### src/rtl/mem_port_arbiter_if.sv
// Bundle of the two 32-bit requester ports and the byte-wide SRAM port.
// slave = the arbiter; master = requesters plus the SRAM model.
interface mem_port_arbiter_if #(
  parameter int AW = 16
);
  // Handshake: req is a level held until gnt. gnt is a one-cycle pulse and rw/addr/wdata
  // are sampled in that cycle. done pulses once per grant, with err and (for a good read)
  // rdata valid in that cycle. mem_en strobes one byte beat; mem_rdata answers a cycle later.
  logic          p0_req,   p1_req;
  logic          p0_rw,    p1_rw;
  logic [31:0]   p0_addr,  p1_addr;
  logic [31:0]   p0_wdata, p1_wdata;
  logic          p0_gnt,   p1_gnt;
  logic          p0_done,  p1_done;
  logic [31:0]   p0_rdata, p1_rdata;
  logic          p0_err,   p1_err;
  logic          mem_en;
  logic          mem_we;
  logic [AW-1:0] mem_addr;
  logic [7:0]    mem_wdata;
  logic [7:0]    mem_rdata;

  modport slave (
    input  p0_req, p1_req, p0_rw, p1_rw, p0_addr, p1_addr, p0_wdata, p1_wdata, mem_rdata,
    output p0_gnt, p1_gnt, p0_done, p1_done, p0_rdata, p1_rdata, p0_err, p1_err,
           mem_en, mem_we, mem_addr, mem_wdata
  );

  modport master (
    output p0_req, p1_req, p0_rw, p1_rw, p0_addr, p1_addr, p0_wdata, p1_wdata, mem_rdata,
    input  p0_gnt, p1_gnt, p0_done, p1_done, p0_rdata, p1_rdata, p0_err, p1_err,
           mem_en, mem_we, mem_addr, mem_wdata
  );
endinterface

### src/rtl/mem_port_arbiter.sv
// Round-robin arbiter that splits each 32-bit access into four little-endian byte beats
// on a shared synchronous 8-bit SRAM port, returning the response to the granted port.
module mem_port_arbiter #(
  parameter logic [31:0] MEM_TOP = 32'h1000,
  parameter int          AW      = 16
) (
  input  logic                 clk,
  input  logic                 rst_n,
  mem_port_arbiter_if.slave    bus,
  output logic [1:0]           state_dbg
);

  typedef enum logic [1:0] {
    IDLE  = 2'd0,
    ISSUE = 2'd1,
    DRAIN = 2'd2,
    RESP  = 2'd3
  } state_t;

  state_t        state;
  logic [1:0]    bc;
  logic          last;
  logic          cur_port;
  logic          cur_rw;
  logic [AW-1:0] cur_addr;
  logic [31:0]   cur_wdata;
  logic          rd_pend;
  logic [1:0]    rd_lane;
  logic [23:0]   stage;

  logic          gnt_any;
  logic          sel;
  logic          g_rw;
  logic [31:0]   g_addr;
  logic [31:0]   g_wdata;
  logic          g_err;
  logic [1:0]    bc_inc;

  function automatic logic [7:0] byte_sel(input logic [31:0] w, input logic [1:0] k);
    case (k)
      2'd0:    return w[7:0];
      2'd1:    return w[15:8];
      2'd2:    return w[23:16];
      default: return w[31:24];
    endcase
  endfunction

  // gnt is combinational so the request fields are captured in the very cycle it pulses;
  // it is gated by rst_n so every output reads 0 while reset is held.
  assign gnt_any = rst_n && (state == IDLE) && (bus.p0_req || bus.p1_req);
  assign sel     = (bus.p0_req && bus.p1_req) ? ~last : bus.p1_req;
  assign bus.p0_gnt = gnt_any && !sel;
  assign bus.p1_gnt = gnt_any &&  sel;

  assign g_rw    = sel ? bus.p1_rw    : bus.p0_rw;
  assign g_addr  = sel ? bus.p1_addr  : bus.p0_addr;
  assign g_wdata = sel ? bus.p1_wdata : bus.p0_wdata;
  // 33-bit sum so an address near 2^32 wrapping past zero still counts as out of range.
  assign g_err   = ({1'b0, g_addr} + 33'd3) > {1'b0, MEM_TOP};
  assign bc_inc  = bc + 2'd1;
  assign state_dbg = state;

  always_ff @(posedge clk) begin
    if (!rst_n) begin
      state         <= IDLE;
      bc            <= 2'd0;
      last          <= 1'b0;
      cur_port      <= 1'b0;
      cur_rw        <= 1'b0;
      cur_addr      <= '0;
      cur_wdata     <= '0;
      rd_pend       <= 1'b0;
      rd_lane       <= 2'd0;
      stage         <= '0;
      bus.p0_done   <= 1'b0;
      bus.p1_done   <= 1'b0;
      bus.p0_err    <= 1'b0;
      bus.p1_err    <= 1'b0;
      bus.p0_rdata  <= '0;
      bus.p1_rdata  <= '0;
      bus.mem_en    <= 1'b0;
      bus.mem_we    <= 1'b0;
      bus.mem_addr  <= '0;
      bus.mem_wdata <= '0;
    end else begin
      bus.p0_done <= 1'b0;
      bus.p1_done <= 1'b0;
      bus.mem_en  <= 1'b0;
      bus.mem_we  <= 1'b0;
      rd_pend     <= 1'b0;

      // Lanes 0..2 land in the staging word; lane 3 goes straight into rdata from DRAIN.
      if (rd_pend) begin
        case (rd_lane)
          2'd0:    stage[7:0]   <= bus.mem_rdata;
          2'd1:    stage[15:8]  <= bus.mem_rdata;
          2'd2:    stage[23:16] <= bus.mem_rdata;
          default: ;
        endcase
      end

      case (state)
        IDLE: begin
          if (gnt_any) begin
            last      <= sel;
            cur_port  <= sel;
            cur_rw    <= g_rw;
            cur_addr  <= g_addr[AW-1:0];
            cur_wdata <= g_wdata;
            bc        <= 2'd0;
            if (g_err) begin
              state <= RESP;
              if (sel) begin
                bus.p1_done <= 1'b1;
                bus.p1_err  <= 1'b1;
              end else begin
                bus.p0_done <= 1'b1;
                bus.p0_err  <= 1'b1;
              end
            end else begin
              state         <= ISSUE;
              bus.mem_en    <= 1'b1;
              bus.mem_we    <= g_rw;
              bus.mem_addr  <= g_addr[AW-1:0];
              bus.mem_wdata <= g_wdata[7:0];
            end
          end
        end

        ISSUE: begin
          rd_pend <= ~cur_rw;
          rd_lane <= bc;
          if (bc == 2'd3) begin
            if (cur_rw) begin
              state <= RESP;
              if (cur_port) begin
                bus.p1_done <= 1'b1;
                bus.p1_err  <= 1'b0;
              end else begin
                bus.p0_done <= 1'b1;
                bus.p0_err  <= 1'b0;
              end
            end else begin
              state <= DRAIN;
            end
          end else begin
            bc            <= bc_inc;
            bus.mem_en    <= 1'b1;
            bus.mem_we    <= cur_rw;
            bus.mem_addr  <= cur_addr + AW'(bc_inc);
            bus.mem_wdata <= byte_sel(cur_wdata, bc_inc);
          end
        end

        DRAIN: begin
          state <= RESP;
          if (cur_port) begin
            bus.p1_done  <= 1'b1;
            bus.p1_err   <= 1'b0;
            bus.p1_rdata <= {bus.mem_rdata, stage};
          end else begin
            bus.p0_done  <= 1'b1;
            bus.p0_err   <= 1'b0;
            bus.p0_rdata <= {bus.mem_rdata, stage};
          end
        end

        RESP:    state <= IDLE;
        default: state <= IDLE;
      endcase
    end
  end

endmodule

### src/flat_wrapper.sv
// flat-port wrapper written by rule: the top's interface ports become plain ports
module mem_port_arbiter_flat 
#(
  parameter logic [31:0] MEM_TOP = 32'h1000,
  parameter int          AW      = 16
)
  (clk, rst_n, state_dbg, bus_p0_req, bus_p1_req, bus_p0_rw, bus_p1_rw, bus_p0_addr, bus_p1_addr, bus_p0_wdata, bus_p1_wdata, bus_mem_rdata, bus_p0_gnt, bus_p1_gnt, bus_p0_done, bus_p1_done, bus_p0_rdata, bus_p1_rdata, bus_p0_err, bus_p1_err, bus_mem_en, bus_mem_we, bus_mem_addr, bus_mem_wdata);
  mem_port_arbiter_if #(.AW(AW)) bus_i ();
  input  logic clk;
  input  logic rst_n;
  output logic [1:0] state_dbg;
  input wire logic [$bits(bus_i.p0_req)-1:0] bus_p0_req;
  input wire logic [$bits(bus_i.p1_req)-1:0] bus_p1_req;
  input wire logic [$bits(bus_i.p0_rw)-1:0] bus_p0_rw;
  input wire logic [$bits(bus_i.p1_rw)-1:0] bus_p1_rw;
  input wire logic [$bits(bus_i.p0_addr)-1:0] bus_p0_addr;
  input wire logic [$bits(bus_i.p1_addr)-1:0] bus_p1_addr;
  input wire logic [$bits(bus_i.p0_wdata)-1:0] bus_p0_wdata;
  input wire logic [$bits(bus_i.p1_wdata)-1:0] bus_p1_wdata;
  input wire logic [$bits(bus_i.mem_rdata)-1:0] bus_mem_rdata;
  output wire logic [$bits(bus_i.p0_gnt)-1:0] bus_p0_gnt;
  output wire logic [$bits(bus_i.p1_gnt)-1:0] bus_p1_gnt;
  output wire logic [$bits(bus_i.p0_done)-1:0] bus_p0_done;
  output wire logic [$bits(bus_i.p1_done)-1:0] bus_p1_done;
  output wire logic [$bits(bus_i.p0_rdata)-1:0] bus_p0_rdata;
  output wire logic [$bits(bus_i.p1_rdata)-1:0] bus_p1_rdata;
  output wire logic [$bits(bus_i.p0_err)-1:0] bus_p0_err;
  output wire logic [$bits(bus_i.p1_err)-1:0] bus_p1_err;
  output wire logic [$bits(bus_i.mem_en)-1:0] bus_mem_en;
  output wire logic [$bits(bus_i.mem_we)-1:0] bus_mem_we;
  output wire logic [$bits(bus_i.mem_addr)-1:0] bus_mem_addr;
  output wire logic [$bits(bus_i.mem_wdata)-1:0] bus_mem_wdata;
  assign bus_i.p0_req = bus_p0_req;
  assign bus_i.p1_req = bus_p1_req;
  assign bus_i.p0_rw = bus_p0_rw;
  assign bus_i.p1_rw = bus_p1_rw;
  assign bus_i.p0_addr = bus_p0_addr;
  assign bus_i.p1_addr = bus_p1_addr;
  assign bus_i.p0_wdata = bus_p0_wdata;
  assign bus_i.p1_wdata = bus_p1_wdata;
  assign bus_i.mem_rdata = bus_mem_rdata;
  assign bus_p0_gnt = bus_i.p0_gnt;
  assign bus_p1_gnt = bus_i.p1_gnt;
  assign bus_p0_done = bus_i.p0_done;
  assign bus_p1_done = bus_i.p1_done;
  assign bus_p0_rdata = bus_i.p0_rdata;
  assign bus_p1_rdata = bus_i.p1_rdata;
  assign bus_p0_err = bus_i.p0_err;
  assign bus_p1_err = bus_i.p1_err;
  assign bus_mem_en = bus_i.mem_en;
  assign bus_mem_we = bus_i.mem_we;
  assign bus_mem_addr = bus_i.mem_addr;
  assign bus_mem_wdata = bus_i.mem_wdata;
  mem_port_arbiter #(.MEM_TOP(MEM_TOP), .AW(AW)) u_core (.clk(clk), .rst_n(rst_n), .bus(bus_i), .state_dbg(state_dbg));
endmodule
### config.mk
export PLATFORM = sky130hd
export DESIGN_NAME = mem_port_arbiter_flat
export DESIGN_NICKNAME = d
export VERILOG_FILES = /design/src/rtl/mem_port_arbiter_if.sv /design/src/rtl/mem_port_arbiter.sv /design/src/flat_wrapper.sv
export SDC_FILE = /design/constraint.sdc
export NUM_CORES = 1
export LEC_CHECK = 0
export BUFFER_PORTS_ARGS = -buffer_cell sky130_fd_sc_hd__buf_4
export CAP_MARGIN = 10
export CORE_ASPECT_RATIO = 2
export CORE_MARGIN = 4
export CORE_UTILIZATION = 40
export CTS_BUF_LIST = sky130_fd_sc_hd__clkbuf_8
export CTS_CLUSTER_DIAMETER = 100
export CTS_CLUSTER_SIZE = 14
export DETAILED_ROUTE_END_ITERATION = 10
export PLACE_DENSITY = 0.73
export SYNTH_ARGS = -nofsm -noshare
export SYNTH_HDL_FRONTEND = slang
export SYNTH_SLANG_ARGS = --single-unit
### constraint.sdc
create_clock -name clk -period 8.8 [get_ports clk]
set_input_delay 0.88 -clock clk [delete_from_list [all_inputs] [get_ports clk]]
set_output_delay 0.88 -clock clk [all_outputs]
set_load 0.005 [all_outputs]
* Word-level counts from Yosys, hierarchy flattened
Index checks and enable logic that the tools add are counted.
** Operators by class
- $lt $le $gt $ge :: 1
- Mux-type cells :: 57
- Eq/ne operators :: 16
- Bitwise operators :: 2
- Reduce and logical (&&, ||, !) cells :: 24
- Add/subtract/negate cells :: 3
** Operator list (count)
- $mux W32 :: 2
- $mux W16 :: 3
- $add A32 B2 Y33 const B :: 1
- $gt A33 B13 Y1 const B :: 1
- $mux W1 :: 33
- $pmux W16 S2 :: 1
- $mux W8 :: 3
- $pmux W8 S3 :: 1
- $add A16 B2 Y16 :: 1
- $pmux W8 S2 :: 1
- $reduce_and A2 Y1 :: 8
- $pmux W1 S3 :: 4
- $reduce_and A6 Y1 :: 2
- $eq A2 B2 Y1 const B :: 5
- $mux W2 :: 5
- $ne A2 B1 Y1 const B :: 5
- $pmux W2 S4 :: 1
- $eq A2 B1 Y1 const B :: 3
- $logic_not A2 Y1 :: 3
- $ne A2 B2 Y1 const B :: 3
- $logic_and A1 B1 Y1 :: 5
- $pmux W1 S2 :: 2
- $pmux W2 S2 :: 1
- $reduce_and A4 Y1 :: 1
- other kinds (7) :: 8
** Word-level totals
- Bits of input ports :: 142
- Logic and storage cells :: 124
- Output and inout bits :: 98
- Register bits :: 175

* Depth between registers and ports, before layout
Gate-level depths: netlist of the first run.
- Depth after elaboration :: 8
- Depth in mapped cells :: 14
- Gate-level depth less buffers :: 11

* Least setup slack after synthesis of the first run
No wires, ideal clock.
- Path type :: input to register
- Start :: in bus_p1_req
- End :: reg u_core.bus.mem_wdata[6] (netlist name)
- Slack :: 5.153 ns
- Stages on the path :: 10
- Data arrival time :: 3.559 ns
- Buffers on the path :: 1
- Cells stage by stage :: a21bo_4 > or3_1 > a221o_1 > or3_1 > a22oi_2 > nand4_2 > o41ai_4 > buf_6 > a21oi_1 > a311oi_2
** On the way
- Word-level cells in the longest chain between the ends :: 7
- Elaborated cells on any way between the ends :: 14
- Classes of those cells :: add/sub (1); order compare (1); eq/ne (2); mux (6); reduce/logical (4)
** Ends and longest elaborated chain
- from (decl) :: RTL line flat_wrapper.sv:13 : input wire logic [$bits(bus_i.p1_req)-1:0] bus_p1_req;
- $logic_and A1 B1 Y1 :: RTL line mem_port_arbiter.sv:51 : assign sel = (bus.p0_req && bus.p1_req) ? ~last : bus.p1_req;
- $mux W1 :: RTL line mem_port_arbiter.sv:51
- $mux W32 :: RTL line mem_port_arbiter.sv:56 : assign g_addr = sel ? bus.p1_addr : bus.p0_addr;
- $add A32 B2 Y33 :: RTL line mem_port_arbiter.sv:59 : assign g_err = ({1'b0, g_addr} + 33'd3) > {1'b0, MEM_TOP};
- $gt A33 B13 Y1 :: RTL line mem_port_arbiter.sv:59
- $ne A2 B2 Y1 (no source line)
- $reduce_and A4 Y1 (no source line)
- to (signal assigned) :: RTL line mem_port_arbiter.sv:125 : bus.mem_wdata <= g_wdata[7:0];
- to (signal assigned) :: RTL line mem_port_arbiter.sv:151 : bus.mem_wdata <= byte_sel(cur_wdata, bc_inc);
- to (decl) :: RTL line mem_port_arbiter_if.sv:26 : mem_en, mem_we, mem_addr, mem_wdata
Several ways; a longest one is shown, not always the timed one. The select of a mux whose other input is x is not followed.
A chain may end at the register's enable or synchronous reset.

* Worst setup path after layout of the first run
- Start :: reg u_core.last
- End :: reg u_core.bus.mem_addr[9] (netlist name)
** On the way
- Word-level cells in the longest chain between the ends :: 7
- Elaborated cells on any way between the ends :: 10
- Classes of those cells :: add/sub (1); order compare (1); eq/ne (1); mux (5); bitwise (1); reduce/logical (1)
** Ends and longest elaborated chain
- from (decl) :: RTL line mem_port_arbiter.sv:22 : logic last;
- from (signal assigned) :: RTL line mem_port_arbiter.sv:105 : last <= sel;
- $not A1 Y1 * :: RTL line mem_port_arbiter.sv:51
- $mux W1 * :: RTL line mem_port_arbiter.sv:51
- $mux W32 * :: RTL line mem_port_arbiter.sv:56
- $add A32 B2 Y33 :: RTL line mem_port_arbiter.sv:59
- $gt A33 B13 Y1 :: RTL line mem_port_arbiter.sv:59
- $ne A2 B2 Y1 (no source line)
- $reduce_and A4 Y1 (no source line)
- to (signal assigned) :: RTL line mem_port_arbiter.sv:124 : bus.mem_addr <= g_addr[AW-1:0];
- to (signal assigned) :: RTL line mem_port_arbiter.sv:150 : bus.mem_addr <= cur_addr + AW'(bc_inc);
- to (decl) :: RTL line mem_port_arbiter_if.sv:26
Every way passes the cells marked *; elsewhere a longest branch is shown, timed or not. The select of a mux whose other input is x is not followed.

==> summary.md, run 1 <==
| Metric | Value |
|---|---|
| Pwr Total | `2.59 mW` |
| Worst path bufs/invs | `1` |
| Crit-path max FO | `54` |
| Busiest layer in global routing | `met2` |
| I/O pin cnt | `240` |
| Net Switching | `0.939 mW` |
| Horiz. Die Dim | `113 microns` |
| Vias per cell | `5.51` |
| Clk Latency, worst-skew pair | `0.48 ns` |
| Top FF cell, synth | `dfxtp_1` |
| Worst setup EP type | `flip-flop` |
| Critical path, cell by cell | `a21boi_4, buf_4, nand4_1, a221o_1, or3_1, a22oi_1, nand4_2, o41ai_4, nand2_4, mux2i_1` |
| Layout cells sized above 1 | `0.229` |
| Max H-tree Level | `4` |
| CP top delay family | `compound AO/OA/AOI/OAI gates` |
| Status | `complete, no violations` |
| Fin nets | `1442` |
| Hold Crit Start | `u_core.bus.p1_rdata[25]` |
| Complex-gate fraction of the synthesized area | `0.196` |
| GRT Residual Overflow | `0` |
| TNS Setup | `0 ns` |
| DR pass1 iterations | `6` |
| Vias in the first global route | `8305` |
| EDFF count, synth | `0` |
| Via count | `8663` |
| First DRT Iteration DRCs | `859` |
| Synth Area in Adders | `0.0179` |
| Core Rows | `76` |
| Clock power frac | `0.235` |
| Post-layout util | `0.515` |
| Area occupied by registers | `3500 sq um` |
| RR Startpoint | `u_core.last` |
| Worst EP required | `9.15 ns` |
| Worst Path Arrival | `5.60 ns` |
| Design Area, Final | `11100 sq um` |
| Static leakage | `4.68 nW` |
| Sw frac | `0.363` |
| Layout area overhead | `26.3%` |
| Area leader, netlist | `dfxtp_1` |
| Slowest cell delay on critical path | `1.04 ns` |
| Worst Hold Depth | `2` |
| Synth Area in Simple Gates | `0.229` |
| Top-area cell type share of the netlist area | `0.398` |
| Starting Density | `0.408` |
| Antenna violation net count after detailed routing | `0` |
| Hold WC Path Type | `reg -> reg` |
| Fill cell count | `2116` |
| Syn_nets | `1256` |
| Largest net degree at the start of global routing | `100` |
| Clock Path Buffers | `2` |
| Cells after Synth | `1102` |
| GRT Util Overall | `0.226` |
| Synth Register Bits | `175` |
| Crit-path slowest cell | `o41ai_4` |
| Die area | `24600 sq um` |
| Final setup violation count | `0` |
| Largest family of logic cells by synthesized area | `simple AND/OR/NAND/NOR gates` |
| Distinct cells, synth | `71` |
| FMAX | `190 MHz` |
| Sequential power share | `0.414` |
| Worst Hold Slack | `0.459 ns` |
| Placed cell area | `10700 sq um` |
| Max Slew Vio Count | `0` |
| Initial antenna violation count | `0` |
| Combined area of the multi-input logic cells | `4880 sq um` |
| Final wirelength | `28.5 mm` |
| Mux contribution to synthesized area | `0.0994` |
| Syn Area/Cell | `7.99 sq um` |
| Count of hold-fix buffers inserted at cts | `0` |
| Remaining DRCs | `0` |
| First-pass GRT wire length | `44.0 mm` |
| Post-cts sizing count | `0` |
| Met3 Use GR | `0.0369` |
| GRT met1 Usage | `0.230` |
| Hold Path Sink | `u_core.bus.p1_rdata[25]` |
| Synth Cell Area | `8800 sq um` |
| Relative slew slack | `0.253` |
| CP Launch Type | `flip-flop` |
| Peak VDD IR | `270 uV` |
| Logic pwr share | `0.351` |
| Worst reg2reg path endpoint | `u_core.bus.mem_addr[9]` |
| Clock Skew | `0.0191 ns` |
| Crit path time final | `5.25 ns` |
| Placer Congestion | `0.964` |
| Reg-to-reg slack, setup | `3.55 ns` |
| P_int | `1.65 mW` |
| Xor-xnor portion of the synthesized cell area | `0.00995` |
| Number of diodes | `0` |
| Clock Tree Root | `clkbuf_8` |
| Final Cycle Share | `0.597` |
| Die height | `218 microns` |
| Post-synthesis async set-or-reset flop share | `0` |
| WL per Instance | `18.1 microns` |
| Num CTS Buffers | `17` |
| TritonCTS clock tree | `done` |
| Seq/Total Area, Yosys | `0.398` |
| Slew @ Worst Pin | `1.12 ns` |
| Core ar. | `21600 sq um` |
| Sink Count | `175` |
| Post-DP HPWL | `22.0 mm` |
| IO buf count | `239` |
| GR Util met2 | `0.434` |
| CP Class | `reg -> reg` |
| RSZ-0062 raised after global routing | `no` |
| Worst-case reg-to-reg path depth | `10` |
| Yosys warns | `0` |
| CTS clk-pin slew, worst paths | `0.10 ns` |
| Setup bufs post-CTS | `0` |
| Final hold violation count | `0` |
| PwrDens | `233 nW/um^2` |
| Maxcap violations | `0` |
| Top post-synthesis cells by area | `dfxtp_1 (40%), nand2_1 (11%), mux2i_1 (9.6%), a21oi_1 (5.3%), nor2_1 (4.4%)` |
## sequential cells by signal, summed over array words and instances (netlist names), 8 cells and up
name,cells
u_core.bus.p1_rdata,32
u_core.bus.mem_wdata,8
u_core.cur_addr,16
u_core.cur_wdata,32
u_core.bus.p0_rdata,32
u_core.stage,24
u_core.bus.mem_addr,16
## worst max path at each step
stage | from | end | depth (start not counted) | slack (ns)
floorplan | bus_p1_req | u_core.bus.mem_wdata[6] | 10 | 5.15
global placement | bus_p0_req | u_core.bus.mem_addr[5] | 11 | 3.24
detailed placement | bus_p0_req | u_core.bus.mem_addr[5] | 11 | 3.16
CTS | u_core.last | u_core.bus.mem_addr[9] | 10 | 3.61
global route | u_core.last | u_core.bus.mem_addr[0] | 10 | 3.29
finish | u_core.last | u_core.bus.mem_addr[9] | 10 | 3.55
## Yosys cell counts (20+ instances only)
cell type	count
inv_1	20
mux2i_1	84
a311oi_1	30
a211oi_1	28
dfxtp_1	175
nand3_1	24
nand2_1	253
nor3_1	22
a21oi_1	93
clkbuf_1	66
o21ai_0	26
nor2_1	102
## worst register-to-register path: cells and delay by family, from the launching register on
kind                   cells  cell delay [ns]
and+or+nand+nor            4             1.16
buffers and inverters      1             0.66
muxes                      1             0.21
AOI/OAI and AO/OA          4             2.60
DFF                        1             0.49
## cell families after synthesis
| kind of cell | count (synthesis) |
|---|---|
| and+or+nand+nor | 468 |
| AOI/OAI and AO/OA | 248 |
| DFF | 175 |
| buffers and inverters | 102 |
| muxes | 87 |
| adders and majority gates | 12 |
| xor gates and xnor gates | 10 |
## per-layer routing
metal  share of wire  vias to the layer above
met1            0.35                     4015
li1                -                     4280
met5               0                        -
met3           0.049                       64
met4           0.044                        0
met2            0.55                      304
## stage by stage
stage / instances / setup slack (ns)
2_1_floorplan: 1102 / 5.15
3_3_place_gp: 1541 / 3.24
3_5_place_dp: 1541 / 3.16
4_1_cts: 1572 / 3.61
5_1_grt: 1573 / 3.29
6_report: 1573 / 3.55
## power groups by stage
stage / Clock, mW / Combinational, mW / Sequential (mW)
5_1_grt: 0.649 / 1.01 / 1.09
2_1_floorplan: 0 / 0.599 / 1.05
3_3_place_gp: 0 / 0.890 / 1.08
4_1_cts: 0.620 / 0.908 / 1.07
6_report: 0.608 / 0.909 / 1.07
3_5_place_dp: 0 / 0.904 / 1.09
## layout by cell type (no fill, tap or decap), types with 9 or more instances in the layout
cell type    n
nor3_1      22
o211ai_1    11
nand2_1    253
clkbuf_8    17
nand3_1     24
mux2i_1     84
or3_1       12
dfxtp_1    175
and3_1       9
inv_1       21
a21oi_1     93
nor2_1     102
a211oi_1    28
ha_1        11
a311oi_1    30
o21ai_0     26
buf_4      248
nand4_1     17
## cell type report
cell class                      instances  area share
Multi-Input combinational cell        825       0.439
Inverter                               20     0.00698
Sequential cell                       175       0.315
Tap cell                              273      0.0307
Clock inverter                         14      0.0170
Clock buffer                           17      0.0211
Timing Repair Buffer                  249       0.170
(Power assumes the default switching activity.)
==> inputs of run 2 (changes only) <==
- clock period: 8.8 -> 4.9 ns (I/O delays scaled with it)
==> run 2 against run 1 <==
Utilization barely moved; non-clock buffer count is 3 higher; maximum frequency rose by 24%; highest routed layer unchanged; total power is 77% higher.
==> summary.md, run 2 (synthesis results as in run 1) <==
| Metric | Value |
|---|---|
| Status | `complete, no violations` |
| GRT Residual Overflow | `0 (unchanged)` |
| Placed cell area | `10700 sq um (+0.28%)` |
| Worst setup EP type | `flip-flop` |
| GRT Util Overall | `0.230 (+0.00389)` |
| CP Launch Type | `flip-flop` |
| Layout area overhead | `26.2% (about the same)` |
| Vias in the first global route | `8414 (+1.3%)` |
| Via count | `8633 (-0.35%)` |
| Max H-tree Level | `4 (unchanged)` |
| Setup bufs post-CTS | `0 (unchanged)` |
| CP Class | `reg -> reg` |
| Top cell by count, worst path | `buf_4` |
| Horiz. Die Dim | `113 microns (unchanged)` |
| TNS Setup | `0 ns (unchanged)` |
| Slew @ Worst Pin | `1.17 ns (+0.0565 ns)` |
| Worst reg2reg path endpoint | `u_core.bus.mem_addr[14]` |
| TritonCTS clock tree | `done` |
| Worst-case reg-to-reg path depth | `11 (+1)` |
| Core ar. | `21600 sq um (unchanged)` |
| CP top delay family | `compound AO/OA/AOI/OAI gates` |
| Crit path time final | `4.23 ns (-1.02 ns)` |
| Static leakage | `4.67 nW (-0.23%)` |
| Post-cts sizing count | `0 (unchanged)` |
| Maxcap violations | `0 (unchanged)` |
| DR pass1 iterations | `6 (unchanged)` |
| Clock Tree Root | `clkbuf_8` |
| I/O pin cnt | `240 (unchanged)` |
| Vias per cell | `5.47 (-0.60%)` |
| Logic pwr share | `0.352 (about the same)` |
| CTS clk-pin slew, worst paths | `0.09 ns (about the same)` |
| Sink Count | `175 (unchanged)` |
| FMAX | `237 MHz (+24%)` |
| RR Startpoint | `u_core.last` |
| Remaining DRCs | `0 (unchanged)` |
| Net Switching | `1.68 mW (+79%)` |
| Core Rows | `76 (unchanged)` |
| Fill cell count | `2107 (-0.43%)` |
| Die area | `24600 sq um (unchanged)` |
| Design Area, Final | `11100 sq um (about the same)` |
| Die height | `218 microns (unchanged)` |
| Slowest cell delay on critical path | `0.64 ns (-0.40 ns)` |
| Post-DP HPWL | `22.1 mm (+0.22%)` |
| Sequential power share | `0.419 (+0.005)` |
| Clock Skew | `0.0151 ns (-0.00402 ns)` |
| Commonest non-fill, non-tap cell in the layout | `nand2_1` |
| Count of hold-fix buffers inserted at cts | `0 (unchanged)` |
| Layout cells sized above 1 | `0.232 (+0.00313)` |
| Crit. Startpoint | `u_core.last` |
| Reg-to-reg slack, setup | `0.67 ns (-2.88 ns)` |
| Crit-path slowest cell | `dfxtp_1` |
| Crit path capture | `u_core.bus.mem_addr[14]` |
| Number of diodes | `0 (unchanged)` |
| Critical path, cell by cell | `a21boi_4, buf_4, or3_1, a22oi_2, o311ai_1, a211oi_2, nand4_2, o41ai_4, buf_4, nand2_4, mux2i_1` |
| IO buf count | `239 (unchanged)` |
| Placer Congestion | `0.958 (-0.55%)` |
| RSZ-0062 raised after global routing | `no` |
| Final Cycle Share | `0.862 (+0.266)` |
| First-pass GRT wire length | `44.9 mm (+2.0%)` |
| Antenna violation net count after detailed routing | `0 (unchanged)` |
| Worst EP required | `5.30 ns (-3.85 ns)` |
| Sw frac | `0.366 (+0.00331)` |
| Biggest regs | `u_core.bus.p0_rdata: 32 flops, u_core.bus.p1_rdata: 32 flops, u_core.cur_wdata: 32 flops` |
| Most frequent cells in the layout | `nand2_1 (253), buf_4 (252), dfxtp_1 (175)` |
| Clock power frac | `0.229 (-0.006)` |
| Peak VDD IR | `195 uV (-28%)` |
| Worst Path Arrival | `4.62 ns (-0.98 ns)` |
| WL per Instance | `18.2 microns (+0.51%)` |
| Final hold violation count | `0 (unchanged)` |
| Clock Path Buffers | `2 (unchanged)` |
| Num CTS Buffers | `17 (unchanged)` |
| Initial antenna violation count | `0 (unchanged)` |
| Largest net degree at the start of global routing | `110 (+10%)` |
| Starting Density | `0.408 (unchanged)` |
| Fin nets | `1445 (+0.21%)` |
| Hold WC Path Type | `in -> reg` |
| Worst path bufs/invs | `2 (+1)` |
| CP Depth | `11 (+1)` |
| Final setup violation count | `0 (unchanged)` |
| Clk Latency, worst-skew pair | `0.48 ns (about the same)` |
| Final wirelength | `28.7 mm (+0.76%)` |
| Max Slew Vio Count | `0 (unchanged)` |
| P_int | `2.91 mW (+77%)` |
| Crit-path max FO | `22 (-59%)` |
| Worst Hold Depth | `3 (+1)` |
| First DRT Iteration DRCs | `681 (-21%)` |
| Relative slew slack | `0.218 (-0.0351)` |
| PwrDens | `413 nW/um^2 (+77%)` |
[run 2: area by class of cell]
cell class / count / area (sq um) / area share
multi-input cells: 825 / 4880 / 0.439
inverters: 20 / 77.6 / 0.00698
well taps: 273 / 342 / 0.0307
clock inverters: 11 / 129 / 0.0116
repair buffers: 252 / 1890 / 0.170
flip-flops and latches: 175 / 3500 / 0.315
clock buffers: 21 / 289 / 0.0260
[run 2: metrics by stage]
stage / util / power [mW] / std cells / worst slack [ns] / hold slack [ns]
floorplan: - / 2.96 / 1102 / 1.64 / 0.444
global placement: 0.495 / 3.54 / 1545 / 0.771 / 0.442
detailed placement: 0.495 / 3.58 / 1545 / 0.672 / 0.450
global route: 0.515 / 4.90 / 1577 / 0.408 / 0.247
finish: 0.515 / 4.59 / 1577 / 0.674 / 0.271
CTS: 0.515 / 4.63 / 1577 / 0.708 / 0.232
[run 2: worst min-delay path by stage]
stage	startpoint	endpoint	slack, ns
global placement	u_core.bus.p0_rdata[30]	u_core.bus.p0_rdata[30]	0.44
global route	bus_p1_wdata[22]	u_core.cur_wdata[22]	0.25
CTS	bus_p0_wdata[20]	u_core.cur_wdata[20]	0.23
finish	bus_p1_wdata[22]	u_core.cur_wdata[22]	0.27
detailed placement	u_core.bus.p0_rdata[23]	u_core.bus.p0_rdata[23]	0.45
floorplan	u_core.stage[0]	u_core.bus.p0_rdata[0]	0.44
[run 2: worst min-delay path, stage by stage]
cell and delay [ns]:
buf_4 0.11, nand2_1 0.04, a311oi_1 0.07
[run 2: routing by layer]
| metal | vias up | wire [microns] | global-route usage |
|---|---|---|---|
| met5 | - | 0 | 0 |
| met4 | 0 | 1240 | 0.114 |
| met3 | 64 | 1470 | 0.0436 |
| met2 | 285 | 15900 | 0.439 |
| met1 | 3993 | 10100 | 0.231 |
| li1 | 4291 | - | - |
[run 2: power by group through the flow]
| stage | logic [mW] | registers, mW | clock network [mW] |
|---|---|---|---|
| 2_1_floorplan | 1.08 | 1.89 | 0 |
| 4_1_cts | 1.62 | 1.92 | 1.08 |
| 3_3_place_gp | 1.59 | 1.95 | 0 |
| 6_report | 1.62 | 1.92 | 1.05 |
| 5_1_grt | 1.80 | 1.96 | 1.14 |
| 3_5_place_dp | 1.62 | 1.96 | 0 |
==> inputs of run 3 (changes only) <==
- BUFFER_PORTS_ARGS: -buffer_cell sky130_fd_sc_hd__buf_4 -> unset
- DONT_BUFFER_PORTS: unset -> 1
- PLACE_DENSITY: 0.73 -> 0.63
==> run 3 against run 2 <==
Combinational power shrank 20%; global-route usage is 1.6 points lower; utilization shrank 8.5 points; cell count down 15%.
==> summary.md, run 3 (synthesis results as in run 1) <==
| Metric | Value |
|---|---|
| Horiz. Die Dim | `113 microns (unchanged)` |
| First-pass GRT wire length | `41.3 mm (-8.0%)` |
| Critical path, cell by cell | `a21boi_4, buf_12, nand3_1, o32ai_1, o311ai_1, a211oi_2, nand4_2, o41ai_4, buf_4, nand2_4, mux2i_1` |
| Clock Skew | `0.0183 ns (+0.00323 ns)` |
| Remaining DRCs | `0 (unchanged)` |
| Sink Count | `175 (unchanged)` |
| Layout cells sized above 1 | `0.0584 (-0.174)` |
| CP Depth | `11 (unchanged)` |
| Clk Latency, worst-skew pair | `0.48 ns (about the same)` |
| FMAX | `244 MHz (+3.1%)` |
| CP Launch Type | `flip-flop` |
| Via count | `7752 (-10%)` |
| Final Cycle Share | `0.836 (-0.0262)` |
| Crit path time final | `4.10 ns (-0.128 ns)` |
| Placer Congestion | `0.925 (-3.5%)` |
| CTS clk-pin slew, worst paths | `0.10 ns (about the same)` |
| Num CTS Buffers | `17 (unchanged)` |
| Core Rows | `76 (unchanged)` |
| Antenna violation net count after detailed routing | `0 (unchanged)` |
| Relative slew slack | `0.300 (+0.0824)` |
| RSZ-0062 raised after global routing | `no` |
| Crit-path max FO | `61 (+180%)` |
| Final setup violation count | `0 (unchanged)` |
| Most frequent cells in the layout | `nand2_1 (253), dfxtp_1 (175), nor2_1 (102)` |
| RR Startpoint | `u_core.last` |
| GRT Residual Overflow | `0 (unchanged)` |
| Design Area, Final | `9270 sq um (-17%)` |
| Largest net degree at the start of global routing | `99 (-10%)` |
| First DRT Iteration DRCs | `599 (-12%)` |
| Clock Tree Root | `clkbuf_8` |
| Worst reg2reg path endpoint | `u_core.bus.mem_addr[14]` |
| Worst path bufs/invs | `2 (unchanged)` |
| Crit path capture | `u_core.bus.mem_addr[14]` |
| Status | `complete, no violations` |
| Worst-case reg-to-reg path depth | `11 (unchanged)` |
| Crit-path slowest cell | `a21boi_4` |
| Worst Hold Depth | `2 (-1)` |
| IO buf count | `0 (-100%)` |
| Commonest non-fill, non-tap cell in the layout | `nand2_1` |
| CP Class | `reg -> reg` |
| Biggest regs | `u_core.bus.p0_rdata: 32 flops, u_core.bus.p1_rdata: 32 flops, u_core.cur_wdata: 32 flops` |
| Vias in the first global route | `7370 (-12%)` |
| Final wirelength | `27.0 mm (-6.0%)` |
| Placed cell area | `8890 sq um (-17%)` |
| Initial antenna violation count | `2 (+2)` |
| Fin nets | `1203 (-17%)` |
| Worst setup EP type | `flip-flop` |
| DR pass1 iterations | `6 (unchanged)` |
| CP top delay family | `compound AO/OA/AOI/OAI gates` |
| Post-layout util | `0.430 (-0.0852)` |
| Vias per cell | `5.80 (+6.0%)` |
| Hold WC Path Type | `in -> reg` |
| I/O pin cnt | `240 (unchanged)` |
| TritonCTS clock tree | `done` |
| TNS Setup | `0 ns (unchanged)` |
| Die area | `24600 sq um (unchanged)` |
| Max Slew Vio Count | `0 (unchanged)` |
| Cells after DPL | `1303 (-16%)` |
| Slew @ Worst Pin | `1.05 ns (-0.124 ns)` |
| Count of hold-fix buffers inserted at cts | `0 (unchanged)` |
| Die height | `218 microns (unchanged)` |
| Peak VDD IR | `325 uV (+67%)` |
| WL per Instance | `20.2 microns (+11%)` |
| Worst Hold Slack | `0.146 ns (-0.125 ns)` |
| Core ar. | `21600 sq um (unchanged)` |
| Post-DP HPWL | `20.7 mm (-6.3%)` |
| Maxcap violations | `0 (unchanged)` |
| Max H-tree Level | `4 (unchanged)` |
| Worst EP required | `5.25 ns (-0.05 ns)` |
| Layout area overhead | `5.36%` |
| Clock Path Buffers | `2 (unchanged)` |
| GRT Util Overall | `0.213 (-0.0163)` |
| Post-cts sizing count | `0 (unchanged)` |
| Crit. Startpoint | `u_core.last` |
| PwrDens | `457 nW/um^2 (+11%)` |
| Final hold violation count | `0 (unchanged)` |
| Static leakage | `3.45 nW (-26%)` |
| Slowest cell delay on critical path | `0.81 ns (+0.17 ns)` |
| Reg-to-reg slack, setup | `0.80 ns (+0.13 ns)` |
| Worst Path Arrival | `4.44 ns (-0.18 ns)` |
| Starting Density | `0.408 (unchanged)` |
| Setup bufs post-CTS | `0 (unchanged)` |
| Final Non-Filler Cells | `1336 (-15%)` |
## run 3: cell count changes in the layout (fill, tap and decap cells not counted)
cell / before / now
clkinvlp_4: 4 / 3
nor3b_2: 0 / 1
diode_2: 0 / 1
clkinv_2: 0 / 3
clkbuf_8: 21 / 19
inv_6: 4 / 2
nor3b_1: 2 / 1
clkinv_4: 0 / 3
buf_12: 0 / 1
buf_4: 252 / 9
bufinv_16: 2 / 1
## run 3: where the power goes
part | switching [mW] | leakage, nW | total [mW] | internal, mW
sequential | 0.278 | 1.43 | 1.98 | 1.70
clock | 0.538 | 0.190 | 0.967 | 0.429
combinational | 0.799 | 1.83 | 1.29 | 0.494
total | 1.62 | 3.45 | 4.24 | 2.62
## run 3: stage by stage
stage | power, mW | setup WS [ns]
after CTS | 4.29 | 0.799
after floorplan | 2.96 | 1.64
final | 4.24 | 0.803
after global routing | 4.52 | 0.496
after global placement | 3.29 | 0.868
after detailed placement | 3.32 | 0.819
## run 3: area by class of cell
type	instances	area [sq um]
well taps	273	342
multi-input cells	825	4880
diodes	1	2.50
fillers	2201	12300
flip-flops and latches	175	3500
clock inverters	13	115
clock buffers	19	262
inverters	20	77.6
repair buffers	10	87.6
## run 3: worst min-delay path by stage
| stage | startpoint | to | slack, ns |
|---|---|---|---|
| 3_3_place_gp | u_core.stage[13] | u_core.bus.p0_rdata[13] | 0.45 |
| 5_1_grt | rst_n | u_core.state_dbg[0] | 0.11 |
| 2_1_floorplan | u_core.stage[0] | u_core.bus.p0_rdata[0] | 0.44 |
| 3_5_place_dp | u_core.stage[9] | u_core.bus.p0_rdata[9] | 0.46 |
| 6_report | bus_mem_rdata[3] | u_core.bus.p0_rdata[27] | 0.15 |
| 4_1_cts | bus_mem_rdata[5] | u_core.bus.p0_rdata[29] | 0.10 |
## run 3: per-layer routing
layer	GRT usage	part of all wire	up-vias
met2	0.396	0.54	284
met4	0.111	0.042	2
met3	0.0661	0.076	61
met5	0	0.00048	-
met1	0.208	0.34	3605
li1	-	-	3800
